<file path="config.mk">
export PLATFORM = sky130hd
export DESIGN_NAME = cacheline_adaptor
export DESIGN_NICKNAME = d
export VERILOG_FILES = /design/src/rtl/cacheline_adaptor.sv
export SDC_FILE = /design/constraint.sdc
export NUM_CORES = 1
export LEC_CHECK = 0
export CAP_MARGIN = 10
export CORE_AREA = 3 3 280 282
export CTS_CLUSTER_DIAMETER = 80
export DETAILED_ROUTE_END_ITERATION = 16
export DIE_AREA = 0 0 283 285
export GPL_TIMING_DRIVEN = 0
export PLACE_DENSITY = 0.62
export SLEW_MARGIN = 20
export SYNTH_ARGS = -nofsm -noshare
export SYNTH_HDL_FRONTEND = slang
export SYNTH_SLANG_ARGS = --single-unit
</file>
<file path="constraint.sdc">
create_clock -name clk -period 23.5 [get_ports clk]
set_input_delay 5.875 -clock clk [delete_from_list [all_inputs] [get_ports clk]]
set_output_delay 5.875 -clock clk [all_outputs]
set_load 0.01 [all_outputs]
</file>
<file path="src/rtl/cacheline_adaptor.sv">
// Cache-line to memory-burst adaptor: one LINE_W read or writeback becomes a
// BEATS-long burst of BURST_W beats (beat 0 = lowest-addressed word), and a
// single-cycle resp_o strobe is returned to the cache controller.
module cacheline_adaptor #(
  parameter int unsigned LINE_W  = 256,
  parameter int unsigned BURST_W = 64
) (
  input  logic               clk,
  input  logic               rst,
  // Cache side
  input  logic [LINE_W-1:0]  line_i,
  output logic [LINE_W-1:0]  line_o,
  input  logic [31:0]        address_i,
  input  logic               read_i,
  input  logic               write_i,
  output logic               resp_o,
  // Memory side
  input  logic [BURST_W-1:0] burst_i,
  output logic [BURST_W-1:0] burst_o,
  output logic [31:0]        address_o,
  output logic               read_o,
  output logic               write_o,
  input  logic               resp_i
);

  localparam int unsigned Beats = LINE_W / BURST_W;
  localparam int unsigned CntW  = (Beats > 1) ? $clog2(Beats) : 1;
  localparam int unsigned OffW  = $clog2(LINE_W / 8);
  localparam logic [CntW-1:0] LastCnt = CntW'(Beats - 1);

  typedef enum logic [1:0] {StIdle, StRdBurst, StWrBurst, StDone} state_e;

  state_e            state;
  logic [CntW-1:0]   cnt;
  logic [LINE_W-1:0] wbuf;

  // Control FSM with registered request/response outputs and beat datapath.
  always_ff @(posedge clk or posedge rst) begin
    if (rst) begin
      state     <= StIdle;
      cnt       <= '0;
      wbuf      <= '0;
      line_o    <= '0;
      address_o <= '0;
      read_o    <= 1'b0;
      write_o   <= 1'b0;
      resp_o    <= 1'b0;
    end else begin
      resp_o <= 1'b0;
      unique case (state)
        StIdle: begin
          // Write wins when both requests are raised together.
          if (write_i) begin
            address_o <= {address_i[31:OffW], {OffW{1'b0}}};
            wbuf      <= line_i;
            cnt       <= '0;
            write_o   <= 1'b1;
            state     <= StWrBurst;
          end else if (read_i) begin
            address_o <= {address_i[31:OffW], {OffW{1'b0}}};
            cnt       <= '0;
            read_o    <= 1'b1;
            state     <= StRdBurst;
          end
        end
        StRdBurst: begin
          if (resp_i) begin
            line_o[BURST_W*cnt +: BURST_W] <= burst_i;
            cnt <= cnt + 1'b1;
            if (cnt == LastCnt) begin
              read_o <= 1'b0;
              resp_o <= 1'b1;
              state  <= StDone;
            end
          end
        end
        StWrBurst: begin
          if (resp_i) begin
            cnt <= cnt + 1'b1;
            if (cnt == LastCnt) begin
              write_o <= 1'b0;
              resp_o  <= 1'b1;
              state   <= StDone;
            end
          end
        end
        StDone: begin
          // Requests are deliberately not sampled here; the cache drops them.
          state <= StIdle;
        end
        default: state <= StIdle;
      endcase
    end
  end

  // Present the current write beat; held until memory acknowledges it.
  always_comb begin
    burst_o = '0;
    if (state == StWrBurst) begin
      burst_o = wbuf[BURST_W*cnt +: BURST_W];
    end
  end

endmodule

</file>
==> Yosys cells after proc, flatten, opt, wreduce, memory -nomap -nowiden <==
Cells that the tools add are included.
{ "classes": {"mux": 23, "n_shift": 3, "eq_ne": 14, "addsub": 2, "n_reduce_logical": 13} }
{ "ops": {"columns": ["operator", "n"], "rows": [
  ["256-bit bitwise mux", 1],
  ["64-bit by 34-bit variable shift with 256-bit output (first input constant)", 1],
  ["256-bit by 9-bit indexed part select with 64-bit output", 1],
  ["64-bit by 34-bit indexed part select with 256-bit output", 1],
  ["32-bit two-way mux", 2],
  ["64-bit two-way mux", 1],
  ["8-bit negator with 34-bit output", 1],
  ["2-bit two-way mux", 7],
  ["2-bit inequality test (second input constant)", 7],
  ["1-bit two-way mux", 8],
  ["2-bit nonzero test", 4],
  ["2-bit equality test (second input constant)", 3],
  ["2-bit one-hot mux with 3 select lines", 1],
  ["2-bit AND reduction", 3],
  ["3-bit AND reduction", 2],
  ["5-bit AND reduction", 1],
  ["2-bit by 1-bit inequality test with 1-bit output (second input constant)", 2],
  ["1-bit one-hot mux with 2 select lines", 2],
  ["2-bit one-hot mux with 2 select lines", 1],
  ["4-bit AND reduction", 1],
  ["3-bit inequality test (second input constant)", 1],
  ["2-bit by 1-bit adder with 2-bit output (second input constant)", 1],
  ["2-bit by 1-bit equality test with 1-bit output (second input constant)", 1],
  ["2-bit zero test", 1],
  ["2-bit OR reduction", 1]
]} }
{ "word_totals": {"input_bits": 357, "wordCells": 63, "out_inout_bits": 355, "reg_bits": 551} }

==> Depth between registers and ports, before layout <==
Gate-level depths: netlist (run 1).
{ "depth": {"depth_word": 4, "depth_mapped": 10, "ltp_nobuf": 5} }

==> Worst setup path before layout (run 1) <==
Ideal clock, no wire load.
{ "synth_path": {"path_type": "reg2out", "startpoint": "register cnt[0]", "endpoint": "output burst_o[46]", "path_buffers": 3, "stages_incl_launch_ff": 6, "arrival_time_ps": 1683, "path_slack_ps": 15942, "t_required_ps": 17625, "path_cell_list": "dfrtp_1 buf_2 buf_4 buf_4 mux4_2 and2_1"} }
{ "synth_via": {"elab_chain_len": 2} }
{ "synth_rtl": {"columns": ["element", "line_no", "source"], "rows": [
  ["start: declaration", "34", "logic [CntW-1:0] cnt;"],
  ["start signal: assignment", "69", "cnt <= cnt + 1'b1;"],
  ["start signal: assignment", "79", "cnt <= cnt + 1'b1;"],
  ["256-bit by 9-bit indexed part select with 64-bit output", "100", "burst_o = wbuf[BURST_W*cnt +: BURST_W];"],
  ["64-bit two-way mux", "99", "if (state == StWrBurst) begin"],
  ["end: declaration", "19", "output logic [BURST_W-1:0] burst_o,"]
]} }
No other way between the ends.

==> Worst setup path after layout (run 1) <==
{ "layout_path": {"startpoint": "register cnt[1]", "endpoint": "output burst_o[58]"} }
Same word-level chain as after synthesis.

==> run metrics, run 1 <==
Die H 285 µm; worst r2r src cnt[1]; fin nets 2,642; Peak Freq 0.108 GHz; worst vdd ir 0.0611 mV; Setup TNS 0 ps; min Tclk post-route 9280 ps; htree depth 3; crit-path cells buf_2 > buf_1 > mux4_2 > and2_1 > clkdlybuf4s50_1; max-cap violation count 0; grt ovf 0; Final ANT Viol Nets 0; post-synthesis cell area 0.0222 mm²; Reg power frac 0.376; die area 0.0807 mm²; initial antenna violation count 17; Crit. End Element output pin; met1 Track Usage GR 0.225; Clock power frac 0.283; Sw Share 0.296; post-synth cell types 34; # hold bufs at CTS 0; TritonCTS clock tree built; worst r2r path cells 8; CP delay by family, top buffers and inverters; Area growth, synth to finish 48.7%; clk_skew 18.1 ps; via count 16,100; GR Util met3 0.0643; critical path depth 5; CTS buffer count 67; fin cells 3,364; CP max-delay cell buf_1; crit path max fanout 10; first-pass GRT wire length 120 mm; share of layout cells above drive strength 1 0.230; DR pass1 iterations 5; Worst-path clk slew 60 ps; pwr/cell area 114 mW/mm²; worst hold stages 2; drt drc 0; Wirelength per Cell 24.1 µm; Switch Pwr 1110 µW; Post-Place Cells 3,235; Pint 2650 µW; status complete, no violations; crit start category flop; Worst Slack Setup Final 14,220 ps; worst path bufs/invs 3; Leakage 0.0138 µW; slowest stage delay, CP 720 ps; GR Util met2 0.354; vias per cell 4.78; Comb pwr share 0.341; register area share after synthesis 0.616; Seq cells post-synth 546; Post-Route WL 81.1 mm; Clock Sinks 546; I/O pin cnt 712; CORE AREA 0.0759 mm²; number of port buffers 700; number of max-slew violations in the final report 0; post-CTS setup buffers 0; Worst-Skew Late Latency 590 ps; post_cts resized 0; final setup fails 0; vias in the first global route 17,600; Critical path origin cnt[1]; Post-Synthesis Cells 1,495; HPWL Detailed 61.6 mm; gr usage total 0.197; Cell Rows 101; die width 283 µm; worst path required time 17,620 ps; Setup WS pre-CTS 14,630 ps; GPL Wtd Cong 0.856; largest net degree at the start of global routing 108; GRT busiest layer met2; Final Hold Vio Count 0; worst slew pin tran 1150 ps; unrepaired setup endpoints after global routing no; Hold Crit Start line_o[202]; Synthesis Warnings 0; Avg Synthesized Cell Area 14.8 µm²; initial DRC count 712; Worst EP arrival 3410 ps; Slew HR 0.228; Final period util 0.395; Bufs on Longest Clock Path 3; Root Buffer clkbuf_16; Hold WC Path Type reg2reg; Starting Density 0.292; Setup CP Type reg2out
-- path summary, 6_finish.rpt --
check                                      to  slack [ps]
worst max-delay path              burst_o[58]       14220
worst max register to register    line_o[119]       19370
worst min register to register    line_o[202]         480
min in group asynchronous       address_o[25]        5710
worst min-delay path              line_o[202]         480
max in group asynchronous         line_o[135]       16450
-- sequential cells by signal (all words and copies together), names as in the netlist --
register and count:
address_o 27, cnt 2, line_o 256, read_o 1
resp_o 1, state 2, wbuf 256, write_o 1
-- final cells by class --
| class | count | area, µm² |
|---|---|---|
| antenna | 11 | 27.5 |
| tap | 1030 | 1290 |
| multi-input combinational | 831 | 7940 |
| sequential | 546 | 13700 |
| clock buffer | 90 | 1930 |
| timing repair buffer | 706 | 7150 |
| fill | 6888 | 43000 |
| buffer | 116 | 583 |
| clock inverter | 28 | 370 |
| inverter | 6 | 30.0 |
-- cells in the mapped netlist --
| cell type | n | share of area |
|---|---|---|
| dfrtp_1 | 546 | 0.62 |
| mux2_2 | 284 | 0.14 |
| a22o_1 | 203 | 0.080 |
| nand2_1 | 113 | 0.019 |
| and2_1 | 64 | 0.018 |
| mux4_2 | 64 | 0.065 |
| clkbuf_1 | 50 | 0.0085 |
| o21ai_0 | 47 | 0.011 |
| buf_2 | 40 | 0.0090 |
| buf_4 | 14 | 0.0047 |
| ha_1 | 11 | 0.0062 |
| o21ai_1 | 9 | 0.0020 |
| buf_1 | 6 | 0.0010 |
| buf_6 | 6 | 0.0030 |
| inv_1 | 6 | 0.0010 |
| nand3_1 | 6 | 0.0014 |
| a21oi_1 | 3 | 0.00068 |
| mux2i_1 | 3 | 0.0014 |
| nor3_2 | 3 | 0.0014 |
| nand2b_1 | 2 | 0.00056 |
| o31ai_1 | 2 | 0.00068 |
| and3_1 | 1 | 0.00028 |
| conb_1 | 1 | 0.00017 |
| nand2b_2 | 1 | 0.00039 |
| nand4_1 | 1 | 0.00028 |
| nor2b_1 | 1 | 0.00028 |
| nor3b_1 | 1 | 0.00034 |
| nor4_4 | 1 | 0.00096 |
| nor4b_1 | 1 | 0.00039 |
| nor4b_4 | 1 | 0.0011 |
| o211ai_1 | 1 | 0.00034 |
| o21ai_2 | 1 | 0.00039 |
| o2bb2ai_1 | 1 | 0.00039 |
| or2_2 | 1 | 0.00028 |
-- worst min-delay path: stages, from the launching register on --
cell and delay (ps):
dfrtp_1 340, nand2_1 40, o21ai_0 60
-- power groups by stage --
stage                     registers (µW)  clock network [µW]  logic, µW
after floorplan                     1410                   0        727
after global placement              1420                   0       1270
after detailed placement            1430                   0       1300
after CTS                           1410                1090       1310
after global routing                1450                1130       1380
final                               1420                1070       1280
-- layout by cell type (no fill, tap or decap), drive strengths merged, types with 3 or more instances in the layout --
| cell | synthesis | layout |
|---|---|---|
| a21oi | 3 | 3 |
| a22o | 203 | 203 |
| and2 | 64 | 64 |
| buf | 66 | 72 |
| bufinv | 0 | 6 |
| clkbuf | 50 | 140 |
| clkdlybuf4s50 | 0 | 700 |
| clkinv | 0 | 14 |
| conb | 1 | 5 |
| dfrtp | 546 | 546 |
| diode | 0 | 11 |
| ha | 11 | 11 |
| inv | 6 | 12 |
| mux2 | 284 | 284 |
| mux2i | 3 | 3 |
| mux4 | 64 | 64 |
| nand2 | 113 | 113 |
| nand2b | 3 | 3 |
| nand3 | 6 | 6 |
| nor3 | 3 | 3 |
| o21ai | 57 | 57 |
-- per-stage QoR --
step,hold WS [ps],util,area (µm²),power (µW)
2_1_floorplan,474,-,22200,2140
3_5_place_dp,469,0.404,30700,2730
6_report,476,0.434,33000,3760
5_1_grt,507,0.434,33000,3960
3_3_place_gp,466,0.402,30500,2690
4_1_cts,483,0.434,33000,3820
-- logic make-up after synthesis --
| family | after synthesis | synth area share |
|---|---|---|
| flops | 546 | 0.616 |
| mux | 351 | 0.210 |
| compound gates | 267 | 0.0953 |
| simple gates | 197 | 0.0447 |
| buf+inv | 122 | 0.0273 |
| fa+ha+maj | 11 | 0.00620 |
| other cells | 1 | 0.000169 |
-- per-layer routing --
metal	vias up	part of all wire
li1	7069	-
met1	8298	0.38
met2	563	0.52
met3	135	0.073
met4	16	0.027
met5	-	0.0014
Power figures use the tool's default switching activity.
==> inputs of run 2 (changes only) <==
clock period = 9.4 ns   (was 23.5 ns; I/O delays follow)
==> run 2 against run 1 <==
Against the previous run: clock power increased by 120%; clock skew increased by 1.9 ps; worst setup slack got worse by 11000 ps; die area unchanged; combinational power increased to 2.5 times the previous value; hold slack improved by 10 ps; register-to-register slack got worse by 14000 ps; count of clock-buffer cells in the layout decreased by 2; first-iteration DRC count decreased by 8.7%; utilization about the same; sequential share of layout area about the same.
==> run metrics, run 2 (synthesis results as in run 1) <==
pwr/cell area 277 mW/mm² (+140%); Peak Freq 0.169 GHz; Post-Place Cells 3,249 (+0.43%); Die H 285 µm (unchanged); htree depth 2 (-1); number of max-slew violations in the final report 0 (unchanged); die area 0.0807 mm² (unchanged); Sw Share 0.299 (+0.00282); Switch Pwr 2730 µW (+150%); Comb pwr share 0.350 (+0.009); initial antenna violation count 23 (+6); Cell Rows 101 (unchanged); worst path required time 7050 ps (-10,570 ps); design area 0.0329 mm² (-0.11%); final setup fails 0 (unchanged); CORE AREA 0.0759 mm² (unchanged); Setup CP Type reg2out; gr usage total 0.193 (-0.00425); clk_skew 20.1 ps (+1.93 ps); Area growth, synth to finish 48.5%; initial DRC count 650 (-8.7%); share of layout cells above drive strength 1 0.229 (-0.00122); worst vdd ir 0.187 mV (+210%); Pint 6410 µW (+140%); fin nets 2,650 (+0.30%); die width 283 µm (unchanged); multi-input logic area 0.00793 mm² (about the same); crit start category flop; TritonCTS clock tree built; status complete, no violations; Post-Route WL 80.0 mm (-1.4%); Most Frequent Cell on Critical Path clkbuf_1; commonest non-fill, non-tap cell in the layout clkdlybuf4s50_1; CP max-delay cell clkbuf_1; Reg power frac 0.388 (+0.012); # hold bufs at CTS 0 (unchanged); Top Registers line_o x256, wbuf x256, address_o x27; slowest stage delay, CP 670 ps (-50 ps); number of port buffers 700 (unchanged); Final Hold Vio Count 0 (unchanged); max-cap violation count 0 (unchanged); via count 16,100 (+0.33%); Clock power frac 0.262 (-0.021); R2R Setup Slk 5280 ps (-14,090 ps); Slew HR 0.290 (+0.0621); HPWL Detailed 62.2 mm (+1.0%); largest net degree at the start of global routing 36 (-67%); Leakage 0.0138 µW (-0.28%); worst slew pin tran 1060 ps (-92.6 ps); Hold WC Path Type reg2reg; drt drc 0 (unchanged); most frequent cells in the layout clkdlybuf4s50_1 (700), dfrtp_1 (546), mux2_2 (284), a22o_1 (203), nand2_1 (113); total power 9140 µW (+140%); Starting Density 0.292 (unchanged); vias per cell 4.79 (+0.18%); vias in the first global route 17,300 (-2.1%); Worst EP arrival 3560 ps (+150 ps); Final ANT Viol Nets 0 (unchanged); crit-path cells inv_1 > ha_1 > clkbuf_1 > clkbuf_1 > and2_1 > clkdlybuf4s50_1; grt ovf 0 (unchanged); DP Area 0.0309 mm² (+0.84%); Final period util 0.629; fill cell count 6,877 (-0.16%); unrepaired setup endpoints after global routing no; Root Buffer clkbuf_16; CTS buffer count 61 (-9.0%); post-CTS setup buffers 0 (unchanged); crit path max fanout 10 (unchanged); Worst-Skew Late Latency 620 ps (+30 ps); storage element area 0.0137 mm² (unchanged); first-pass GRT wire length 118 mm (-1.5%); DR pass1 iterations 4 (-1); I/O pin cnt 712 (unchanged); Crit. End Element output pin; fin cells 3,369 (+0.15%); min Tclk post-route 5910 ps; GPL Wtd Cong 0.830 (-3.0%); Clock Sinks 546 (unchanged); post_cts resized 0 (unchanged); Wirelength per Cell 23.7 µm (-1.6%); Bufs on Longest Clock Path 3 (unchanged); Worst-path clk slew 60 ps (about the same)
[run 2: cell count changes in the layout (fill, tap and decap cells not counted), sizes merged]
cell | before | now
bufinv | 6 | 4
clkbuf | 140 | 138
diode | 11 | 8
buf | 72 | 86
clkinv | 14 | 13
inv | 12 | 8
clkinvlp | 2 | 5
[run 2: critical path, delay by kind of cell, from the launching register on]
kind,cells,cell delay [ps]
adders and majority gates,1,190
DFF,1,400
and+or+nand+nor,1,430
buffers and inverters,4,1910
[run 2: final timing paths]
check                             from          end  cells after the start
setup / recovery              state[0]  burst_o[28]                      6
hold / removal             line_o[213]  line_o[213]                      2
setup reg to reg                cnt[1]  line_o[109]                      8
hold reg to reg            line_o[213]  line_o[213]                      2
max in group asynchronous          rst  line_o[179]                      7
min in group asynchronous          rst   line_o[13]                      2
[run 2: layout make-up]
class / count / area share
Tap cell: 1030 / 0.0391
Timing Repair Buffer: 720 / 0.225
Clock buffer: 88 / 0.0527
Clock inverter: 24 / 0.00843
Buffer: 116 / 0.0177
Inverter: 6 / 0.000797
Antenna cell: 8 / 0.000608
Multi-Input combinational cell: 831 / 0.241
Sequential cell: 546 / 0.415
[run 2: power groups by stage]
stage | Sequential (µW) | Combinational (µW) | Clock (µW)
final | 3550 | 3200 | 2390
after global placement | 3550 | 3170 | 0
after detailed placement | 3580 | 3250 | 0
after CTS | 3540 | 3270 | 2460
after global routing | 3630 | 3430 | 2570
after floorplan | 3530 | 1820 | 0
[run 2: per-layer routing]
layer / vias to the layer above / wire (µm) / global-route usage
li1: 7069 / - / -
met1: 8292 / 30600 / 0.224
met2: 600 / 40900 / 0.341
met3: 149 / 6010 / 0.0602
met4: 24 / 2350 / 0.0596
met5: - / 151 / 0
[run 2: metrics by stage]
step	hold WS (ps)	TNS [ps]	setup WS (ps)	utilization
after floorplan	474	-206330	-378	-
after global placement	467	-2019170	-3780	0.402
after detailed placement	473	0	4010	0.407
after CTS	486	0	3300	0.434
after global routing	507	0	3260	0.434
final	486	0	3490	0.434
==> inputs of run 3 (changes only) <==
CORE_AREA = 3 3 279 281   (was 3 3 280 282)
DIE_AREA = 0 0 282 284   (was 0 0 283 285)
PLACE_DENSITY = 0.64   (was 0.62)
clock period = 5.3 ns   (was 9.4 ns; I/O delays follow)
==> run 3 against run 2 <==
Against the previous run: hold slack lost 8.3 ps; non-clock buffer count is 1 lower; critical path type unchanged; largest cell class unchanged; sequential cell count unchanged; clock skew is 4.5 ps higher; clock power rose by 91%; global-route usage rose by 0.62 points; largest power group unchanged; utilization increased by 0.26 points; sequential share of layout area fell by 0.11 points.
==> run metrics, run 3 (synthesis results as in run 1) <==
Critical path origin cnt[1]; Clock Sinks 546 (unchanged); post_cts resized 0 (unchanged); DR pass1 iterations 7 (+3); vias per cell 4.92 (+2.8%); Hold Crit Start line_o[250]; Final period util 0.919; Crit. End Element output pin; commonest non-fill, non-tap cell in the layout clkdlybuf4s50_1; fill cell count 6,817 (-0.87%); initial antenna violation count 17 (-26%); drt drc 0 (unchanged); Bufs on Longest Clock Path 3 (unchanged); Starting Density 0.293 (+0.000975); crit start category flop; min Tclk post-route 4870 ps; worst r2r path cells 8 (unchanged); Final Hold Vio Count 0 (unchanged); crit path max fanout 10 (unchanged); worst path required time 3970 ps (-3080 ps); fin cells 3,318 (-1.5%); Peak Freq 0.205 GHz; initial DRC count 856 (+32%); share of layout cells above drive strength 1 0.229 (+0.000527); htree depth 3 (+1); die width 282 µm (-0.35%); worst r2r src cnt[1]; WL met3 6.89 mm (+15%); Worst-Skew Late Latency 600 ps (-20 ps); HPWL Detailed 62.3 mm (about the same); total power 16,600 µW (+81%); Cell Rows 101 (unchanged); Die H 284 µm (-0.35%); final setup fails 0 (unchanged); I/O pin cnt 712 (unchanged); wire length on met2 41.2 mm (+0.60%); Post-Route Utilization 0.436 (+0.00262); Slew HR 0.333 (+0.0431); highest layer used for signal routing met5; multi-input logic area 0.00794 mm² (about the same); unrepaired setup endpoints after global routing no; gr usage total 0.199 (+0.00617); CTS buffer count 66 (+8.2%); storage element area 0.0137 mm² (unchanged); most frequent cells in the layout clkdlybuf4s50_1 (700), dfrtp_1 (546), mux2_2 (284), a22o_1 (203), nand2_1 (113); via count 16,300 (+1.2%); CORE AREA 0.0757 mm² (-0.33%); Leakage 0.0139 µW (+0.58%); GPL Wtd Cong 0.867 (+4.4%); M1 WL 30.5 mm (-0.15%); vias in the first global route 17,600 (+2.1%); first-pass GRT wire length 119 mm (+0.88%); # hold bufs at CTS 0 (unchanged); fin nets 2,654 (+0.15%); reg2reg end line_o[237]; post-CTS setup buffers 0 (unchanged); Hold WC Path Type reg2reg; grt ovf 0 (unchanged); R2R Setup Slk 940 ps (-4340 ps); Post-Route WL 81.4 mm (+1.7%); Final ANT Viol Nets 0 (unchanged); Root Buffer clkbuf_16; Wirelength per Cell 24.5 µm (+3.3%); pwr/cell area 502 mW/mm² (+81%); die area 0.0801 mm² (-0.70%); largest net degree at the start of global routing 35 (-2.8%); Worst Hold Endpoint line_o[250]; worst hold stages 2 (unchanged); max-cap violation count 0 (unchanged); Worst EP arrival 3550 ps (about the same); Worst-path clk slew 60 ps (about the same); Post-Place Cells 3,196 (-1.6%); number of max-slew violations in the final report 0 (unchanged); number of port buffers 700 (unchanged); Area growth, synth to finish 48.9%; Setup CP Type reg2out; clk_skew 24.6 ps (+4.51 ps); Top Registers line_o x256, wbuf x256, address_o x27; status complete, no violations; worst slew pin tran 996 ps (-63.0 ps); worst vdd ir 0.272 mV (+46%); TritonCTS clock tree built
run 3: cell count changes in the layout (fill, tap and decap cells not counted), sizes merged:
cell      previous run  this run
clkinvlp             5         3
buf                 86        85
clkbuf             138       145
clkinv              13         9
diode                8        10
inv                  8         7
run 3: area by class of cell:
class,instances,share of cell area
tap,978,0.0370
clock inverter,17,0.00754
timing repair buffer,719,0.224
antenna,10,0.000757
multi-input combinational,831,0.240
buffer,116,0.0176
inverter,6,0.000795
sequential,546,0.414
clock buffer,95,0.0589
run 3: how the worst max path moves through the flow:
stage,end,depth (start not counted)
floorplan,address_o[10],1
global placement,address_o[6],2
detailed placement,burst_o[26],6
CTS,burst_o[26],6
global route,burst_o[26],6
finish,burst_o[58],5
run 3: metal layers:
metal	track usage	vias up
met5	0	-
met4	0.0726	14
met3	0.0652	154
met2	0.347	664
met1	0.227	8431
li1	-	7067
run 3: critical path, cell delays in order (launching register included):
cell	delay, ps
dfrtp_1	570
buf_2	420
buf_1	800
mux4_2	360
and2_1	210
clkdlybuf4s50_1	610
run 3: through the flow:
step / hold slack, ps / worst slack [ps] / TNS, ps / instance area (µm²)
after global placement: 467 / -6750 / -3627960 / 30400
final: 478 / 429 / 0 / 33000
after detailed placement: 471 / 866 / 0 / 30800
after global routing: 503 / 109 / 0 / 33000
after floorplan: 474 / -3450 / -1885280 / 22200
after CTS: 483 / 208 / 0 / 33000
run 3: power breakdown:
| group | switching (µW) | internal [µW] |
|---|---|---|
| combinational | 2370 | 3350 |
| clock | 1810 | 2750 |
| sequential | 752 | 5540 |
